--- src/rtl/vga_text_renderer.sv ---
// Text-mode pixel pipeline: raster position -> text RAM -> font ROM -> RGB, 5-clock fixed latency.
// No backpressure: text RAM and font ROM are assumed to answer exactly one cycle after their address.
module vga_text_renderer #(
    parameter int          H_CHARS      = 80,
    parameter int          V_CHARS      = 30,
    parameter logic [11:0] FG_RGB       = 12'hFFF,
    parameter logic [11:0] BG_RGB       = 12'h000,
    parameter int          BLINK_FRAMES = 30
) (
    input  logic        clk,
    input  logic        rst,
    input  logic [9:0]  hcount_in,
    input  logic [9:0]  vcount_in,
    input  logic        active_in,
    input  logic        hsync_in,
    input  logic        vsync_in,
    output logic [11:0] text_addr,
    input  logic [7:0]  text_data,
    output logic [13:0] font_addr,
    input  logic        font_bit,
    input  logic        cursor_en,
    input  logic [6:0]  cursor_col,
    input  logic [4:0]  cursor_row,
    output logic [11:0] rgb_out,
    output logic        hsync_out,
    output logic        vsync_out,
    output logic        active_out
);

    localparam logic [11:0] H_CHARS_W  = 12'(H_CHARS);
    localparam logic [6:0]  H_LIMIT    = 7'(H_CHARS);
    localparam logic [4:0]  V_LIMIT    = 5'(V_CHARS);
    localparam logic [9:0]  TICK_LINE  = 10'(V_CHARS * 16);
    localparam logic [5:0]  BLINK_LAST = 6'(BLINK_FRAMES - 1);

    // Sideband shift registers, index n = value seen during cycle Tn.
    logic [4:1]  act_q, act_d;
    logic [4:1]  hs_q, hs_d;
    logic [4:1]  vs_q, vs_d;
    logic [4:1]  hit_q, hit_d;
    logic [3:0]  row1_q, row1_d, row2_q, row2_d;
    logic [2:0]  col1_q, col1_d, col2_q, col2_d;
    logic        inv3_q, inv3_d, inv4_q, inv4_d;
    logic [11:0] text_addr_q, text_addr_d;
    logic [13:0] font_addr_q, font_addr_d;
    logic [11:0] rgb_q, rgb_d;
    logic        hsync_out_q, hsync_out_d;
    logic        vsync_out_q, vsync_out_d;
    logic        active_out_q, active_out_d;
    logic [5:0]  blink_cnt_q, blink_cnt_d;
    logic        phase_q, phase_d;

    logic        frame_tick;
    logic [6:0]  cell_col;
    logic [4:0]  cell_row;
    logic        hit0;
    logic        pix_on;

    always_comb begin
        frame_tick  = (vcount_in == TICK_LINE) && (hcount_in == 10'd0);
        blink_cnt_d = blink_cnt_q;
        phase_d     = phase_q;
        if (frame_tick) begin
            if (blink_cnt_q == BLINK_LAST) begin
                blink_cnt_d = 6'd0;
                phase_d     = ~phase_q;
            end else begin
                blink_cnt_d = blink_cnt_q + 6'd1;
            end
        end

        cell_col = hcount_in[9:3];
        cell_row = vcount_in[8:4];
        // Out-of-range cursor positions must never light, even in aliased blanking cells.
        hit0 = cursor_en && phase_q
            && (cursor_col < H_LIMIT) && (cursor_row < V_LIMIT)
            && (cell_col == cursor_col) && (cell_row == cursor_row)
            && (vcount_in[3:1] == 3'b111);

        text_addr_d = active_in ? (12'(cell_row) * H_CHARS_W + 12'(cell_col)) : 12'd0;

        act_d  = {act_q[3:1], active_in};
        hs_d   = {hs_q[3:1], hsync_in};
        vs_d   = {vs_q[3:1], vsync_in};
        hit_d  = {hit_q[3:1], hit0};
        row1_d = vcount_in[3:0];
        row2_d = row1_q;
        col1_d = hcount_in[2:0];
        col2_d = col1_q;

        font_addr_d = {text_data[6:0], row2_q, col2_q};
        inv3_d      = text_data[7];
        inv4_d      = inv3_q;

        pix_on       = font_bit ^ inv4_q ^ hit_q[4];
        rgb_d        = act_q[4] ? (pix_on ? FG_RGB : BG_RGB) : 12'd0;
        hsync_out_d  = hs_q[4];
        vsync_out_d  = vs_q[4];
        active_out_d = act_q[4];
    end

    always_ff @(posedge clk) begin
        if (rst) begin
            act_q        <= '0;
            hs_q         <= '1;
            vs_q         <= '1;
            hit_q        <= '0;
            row1_q       <= '0;
            row2_q       <= '0;
            col1_q       <= '0;
            col2_q       <= '0;
            inv3_q       <= 1'b0;
            inv4_q       <= 1'b0;
            text_addr_q  <= '0;
            font_addr_q  <= '0;
            rgb_q        <= '0;
            hsync_out_q  <= 1'b1;
            vsync_out_q  <= 1'b1;
            active_out_q <= 1'b0;
            blink_cnt_q  <= '0;
            phase_q      <= 1'b0;
        end else begin
            act_q        <= act_d;
            hs_q         <= hs_d;
            vs_q         <= vs_d;
            hit_q        <= hit_d;
            row1_q       <= row1_d;
            row2_q       <= row2_d;
            col1_q       <= col1_d;
            col2_q       <= col2_d;
            inv3_q       <= inv3_d;
            inv4_q       <= inv4_d;
            text_addr_q  <= text_addr_d;
            font_addr_q  <= font_addr_d;
            rgb_q        <= rgb_d;
            hsync_out_q  <= hsync_out_d;
            vsync_out_q  <= vsync_out_d;
            active_out_q <= active_out_d;
            blink_cnt_q  <= blink_cnt_d;
            phase_q      <= phase_d;
        end
    end

    assign text_addr  = text_addr_q;
    assign font_addr  = font_addr_q;
    assign rgb_out    = rgb_q;
    assign hsync_out  = hsync_out_q;
    assign vsync_out  = vsync_out_q;
    assign active_out = active_out_q;

endmodule

--- config.mk ---
export PLATFORM = sky130hd
export DESIGN_NAME = vga_text_renderer
export DESIGN_NICKNAME = d
export VERILOG_FILES = /design/src/rtl/vga_text_renderer.sv
export SDC_FILE = /design/constraint.sdc
export NUM_CORES = 1
export LEC_CHECK = 0
export ABC_AREA = 1
export CAP_MARGIN = 10
export CORE_ASPECT_RATIO = 0.8
export CORE_MARGIN = 2
export CORE_UTILIZATION = 40
export DETAILED_ROUTE_END_ITERATION = 8
export PLACE_DENSITY = 0.73
export RECOVER_POWER = 50
export SLEW_MARGIN = 20
export SYNTH_ARGS = -nofsm -noshare
export SYNTH_HDL_FRONTEND = slang
export SYNTH_SLANG_ARGS = --single-unit
export TNS_END_PERCENT = 30
--- constraint.sdc ---
create_clock -name clk -period 4.8 [get_ports clk]
set_input_delay 1.2 -clock clk [delete_from_list [all_inputs] [get_ports clk]]
set_output_delay 1.2 -clock clk [all_outputs]
set_load 0.02 [all_outputs]
=== Yosys cells after proc, flatten, opt, wreduce, memory -nomap -nowiden ===
Cells that the tools add are included.

* Logic and storage cells: 46
* Input port bits: 47
* Register bits after elaboration: 80
* Output and inout bits: 41

* Equality and inequality tests: 5
* Muxes and demuxes: 2
* Reduce and logical (&&, ||, !) cells: 11
* Order comparisons: 2
* Multiply operators: 1
* $add $sub $neg: 2
* Bitwise gates (word level): 5

{| class="wikitable"
|+ Operators with widths
! operator !! number
|-
| $add A12 B7 Y12 || 1
|-
| $mux W12 || 1
|-
| $eq A10 B9 Y1 const B || 1
|-
| $logic_not A10 Y1 || 1
|-
| $mul A5 B3 Y8 const B || 1
|-
| $eq A7 B7 Y1 || 1
|-
| $logic_and A1 B1 Y1 || 7
|-
| $lt A7 B7 Y1 const B || 1
|-
| $add A6 B1 Y6 const B || 1
|-
| $eq A6 B5 Y1 const B || 1
|-
| $mux W6 || 1
|-
| $eq A5 B5 Y1 || 1
|-
| $lt A5 B5 Y1 const B || 1
|-
| $reduce_or A2 Y1 || 2
|-
| $eq A3 B3 Y1 const B || 1
|-
| $not A1 Y1 || 3
|-
| $reduce_and A2 Y1 || 1
|-
| $xor A1 B1 Y1 || 2
|}

=== Longest topological paths before layout ===
* Depth after elaboration: 6
* Depth in mapped cells: 11
* Depth with buffers taken out: 11

=== Worst setup path before layout ===
Ideal clock, no wire load.

* Kind: in2reg
* Start: input vcount_in[5]
* End: register text_addr_q[10] (netlist: text_addr[10])
* Setup time: 0.113 ns
* Setup slack: 2.098 ns
* Stages: 9
* Data required time: 4.687 ns
* Buffers on the path: 0
* Data arrival time: 2.589 ns
* Cell sequence: ha_1 ha_1 fa_1 xnor2_1 inv_1 nand2_1 nand2_1 nand2_1 nor2_1

* Longest elaborated chain between the ends: 2

{| class="wikitable"
|+ RTL lines
! what !! RTL line !! RTL
|-
| start: declaration || 13 || <nowiki>input logic [9:0] vcount_in,</nowiki>
|-
| $mul A5 B3 Y8 || 80 || <nowiki>text_addr_d = active_in ? (12'(cell_row) * H_CHARS_W + 12'(cell_col)) : 12'd0;</nowiki>
|-
| $add A12 B7 Y12 || 80 ||
|-
| end signal: assignment || 133 || <nowiki>text_addr_q <= text_addr_d;</nowiki>
|-
| end: declaration || 44 || <nowiki>logic [11:0] text_addr_q, text_addr_d;</nowiki>
|}

Every way passes these cells.
A chain may end at the register's enable or synchronous reset.

=== Final worst setup path ===
* Start: input rst
* End: register text_addr_q[9] (netlist: text_addr[9])

* Longest elaborated chain between the ends: 1

{| class="wikitable"
|+ RTL lines
! what !! RTL line !! RTL
|-
| start: declaration || 11 || <nowiki>input logic rst,</nowiki>
|-
| $reduce_or A2 Y1 (no source line) || -- ||
|}

Every way passes these cells.

==> flow_summary.yaml <==
floorplanning:
  core_sq_um: 6925
  ios: 88
  die_h_microns: 79.72
  die_x_microns: 98.65
  die-area_sq_um: 7863
  placementRows: 27
  start_util: 0.4139
cells_and_area:
  layout.nets: 504
  fill_cells: 620
  final_common_cell: "clkdlybuf4s50_1"
  final_layout_size_suffix_gt1_frac: 0.09131
  regArea_sq_um: 1381
  syn_to_final_growth_pct: 37.58
  multi_input_area_sq_um: 1125
  layout_common_cells: "86 x clkdlybuf4s50_1, 71 x nor2_1, 69 x dfxtp_1"
  fin_util: 0.5695
  antenna_cells: 0
global_routing:
  grt_antenna_before_repair: 0
  grt_pass1_vias: 2175
  overflow: 0
  grt_first_pass_wirelength_microns: 9404
  grt_max_degree: 55
  track_usage: 0.1529
detailed_routing:
  routed_wl_microns: 5683
  drc: 0
  num_vias: 2376
  vias_per_cell: 4.433
  wl_per_cell_microns: 10.60
  drt-initial-drc-count: 93
  ant_nets: 0
  drt-pass1-iter-count: 4
power:
  finalPower_uw: 1285
  p_seq_frac: 0.466
  clkPwrFrac: 0.408
  intPower_uw: 984.0
  p_switching_uw: 300.8
  leakagePower_uw: 0.001669
  switching_share: 0.2341
  power.density_nw_per_um2: 325.8
  ir_drop_mv: 0.1471
  comb_power_share: 0.127
sta:
  final.setup.tns_ps: 0
  fmax_mhz: 290.7
  slew_viol_final: 55
  setup_viol: 0
  finalCritPeriodShare: 0.7166
  slew_headroom: -0.3796
  finClkSkew_ps: 7.282
  finalHoldViolCount: 0
  fin_crit_ps: 3440
  tightest_slew_ps: 2069
  rsz0062_at_grt: "no"
  timing.final.ws_setup_ps: 1360
worst_setup_path:
  required_ps: 5010
  criticalPathCategory: "input port to flop"
  worstSetupStartpointType: "input port"
  cp-end-kind: "flop"
  crit_fanout: 54
  r2r_cells: 6
  worstPathArrival_ps: 3650
placement:
  place_hpwl_microns: 4342
  io_buffers: 87
  place_congestion: 0.8579
  pre_cts_slack_ps: 1375
synth:
  ys_ff_latch: 69
  syn_nets: 424
  ys_warn_count: 0
  synth_cell_types: 27
  syn-instance-count: 364
  synth_area_sq_um: 2866
  avgSynthCellArea_sq_um: 7.875
  seq_area_frac_synth: 0.4819
run_status:
  status: "finished with violations"
  violations: "capacitance limit, slew limit"
clocking:
  clock_sink_count: 69
  postCtsSetupBuffers: 0
  cts_resized: 0
  cts_hold_buf: 0
  htreeDepth: 3
  cts_made_buffers: 9
  cts_root_buf: "clkbuf_8"
  cts.clk_slew.worst_paths_ps: 70
  cts_tree: "built"
  clockBufferDepth: 2
  insertion_delay_ps: 340
job:
  cap_violations: 1
min_path:
  hold_path.class: "flop to flop"
  hold_path_depth: 2
## metal layers
metal,vias to the layer above,global-route usage,wire length (microns)
met5,-,0,0
met4,0,0.06164,85
met3,9,0.05254,340
met2,64,0.2558,2611
met1,1049,0.1811,2645
li1,1254,-,-
## Yosys cell counts
master / number / share of area
a21boi_1: 1 / 0.0026
a21oi_1: 11 / 0.019
a21oi_2: 1 / 0.0031
and2_1: 2 / 0.0044
buf_4: 12 / 0.031
buf_6: 1 / 0.0039
clkbuf_1: 5 / 0.0065
dfxtp_1: 69 / 0.48
fa_1: 2 / 0.014
ha_1: 11 / 0.048
inv_1: 59 / 0.077
inv_2: 5 / 0.0065
nand2_1: 51 / 0.067
nand2_2: 2 / 0.0044
nand3_1: 10 / 0.017
nand3_2: 2 / 0.0070
nand4_1: 7 / 0.015
nor2_1: 71 / 0.093
nor2_2: 4 / 0.0087
nor2_4: 2 / 0.0079
nor3_1: 4 / 0.0070
o21ai_0: 6 / 0.010
o21ai_1: 3 / 0.0052
o22ai_1: 3 / 0.0065
or2_2: 11 / 0.024
xnor2_1: 6 / 0.018
xor2_1: 3 / 0.0092
## state kept, by name (all words and copies together), names as in the netlist, 3 cells and up
name and count:
act_q 4, blink_cnt_q 6, col1_q 3, col2_q 3, font_addr 14, hit_q 4, hs_q 4, row1_q 4
row2_q 4, text_addr 12, vs_q 4
## path summary, 6_finish.rpt
| check | slack [ps] | endpoint | from |
|---|---|---|---|
| setup / recovery | 1360 | text_addr[9]$_SDFF_PP0_ | rst |
| hold / removal | 400 | font_addr[2]$_SDFF_PP0_ | col2_q[2]$_SDFF_PP0_ |
| setup reg to reg | 3400 | phase_q$_SDFFE_PP0P_ | blink_cnt_q[0]$_SDFFE_PP0P_ |
| hold reg to reg | 400 | font_addr[2]$_SDFF_PP0_ | col2_q[2]$_SDFF_PP0_ |
## cell type report
class                   instances  area share
flip-flops and latches         69      0.3503
multi-input cells             213      0.2852
repair buffers                 87      0.2192
clock buffers                  11     0.03585
inverters                      64     0.06091
clock inverters                 5     0.02094
well taps                      87     0.02760
## worst max-delay path: stages
cell and delay [ps]:
clkbuf_1 1450, clkinv_1 310, nand2_1 400, inv_2 120
o21ai_1 90, a21oi_1 60
## logic make-up (layout without fill, tap and decap cells)
group           after synthesis  count (layout)  synth area share
simple gates                166             166            0.2558
fa+ha+maj                    13              13           0.06198
buf+inv                      82             167            0.1257
flops                        69              69            0.4819
compound gates               25              25           0.04714
xor+xnor                      9               9           0.02750
## power groups by stage
stage | registers, uW | clock network [uW] | logic [uW]
floorplan | 625 | 0 | 67.8
global placement | 611 | 0 | 161
detailed placement | 612 | 0 | 163
CTS | 598 | 541 | 164
global route | 600 | 564 | 180
finish | 598 | 524 | 163
## through the flow
| step | area, sq um | hold WS (ps) | std cells |
|---|---|---|---|
| global route | 3944 | 415.8 | 536 |
| CTS | 3945 | 399.4 | 536 |
| detailed placement | 3721 | 391.6 | 520 |
| global placement | 3721 | 391.1 | 520 |
| finish | 3944 | 399.2 | 536 |
| floorplan | 2867 | 388.3 | 364 |
Power figures use the tool's default switching activity.
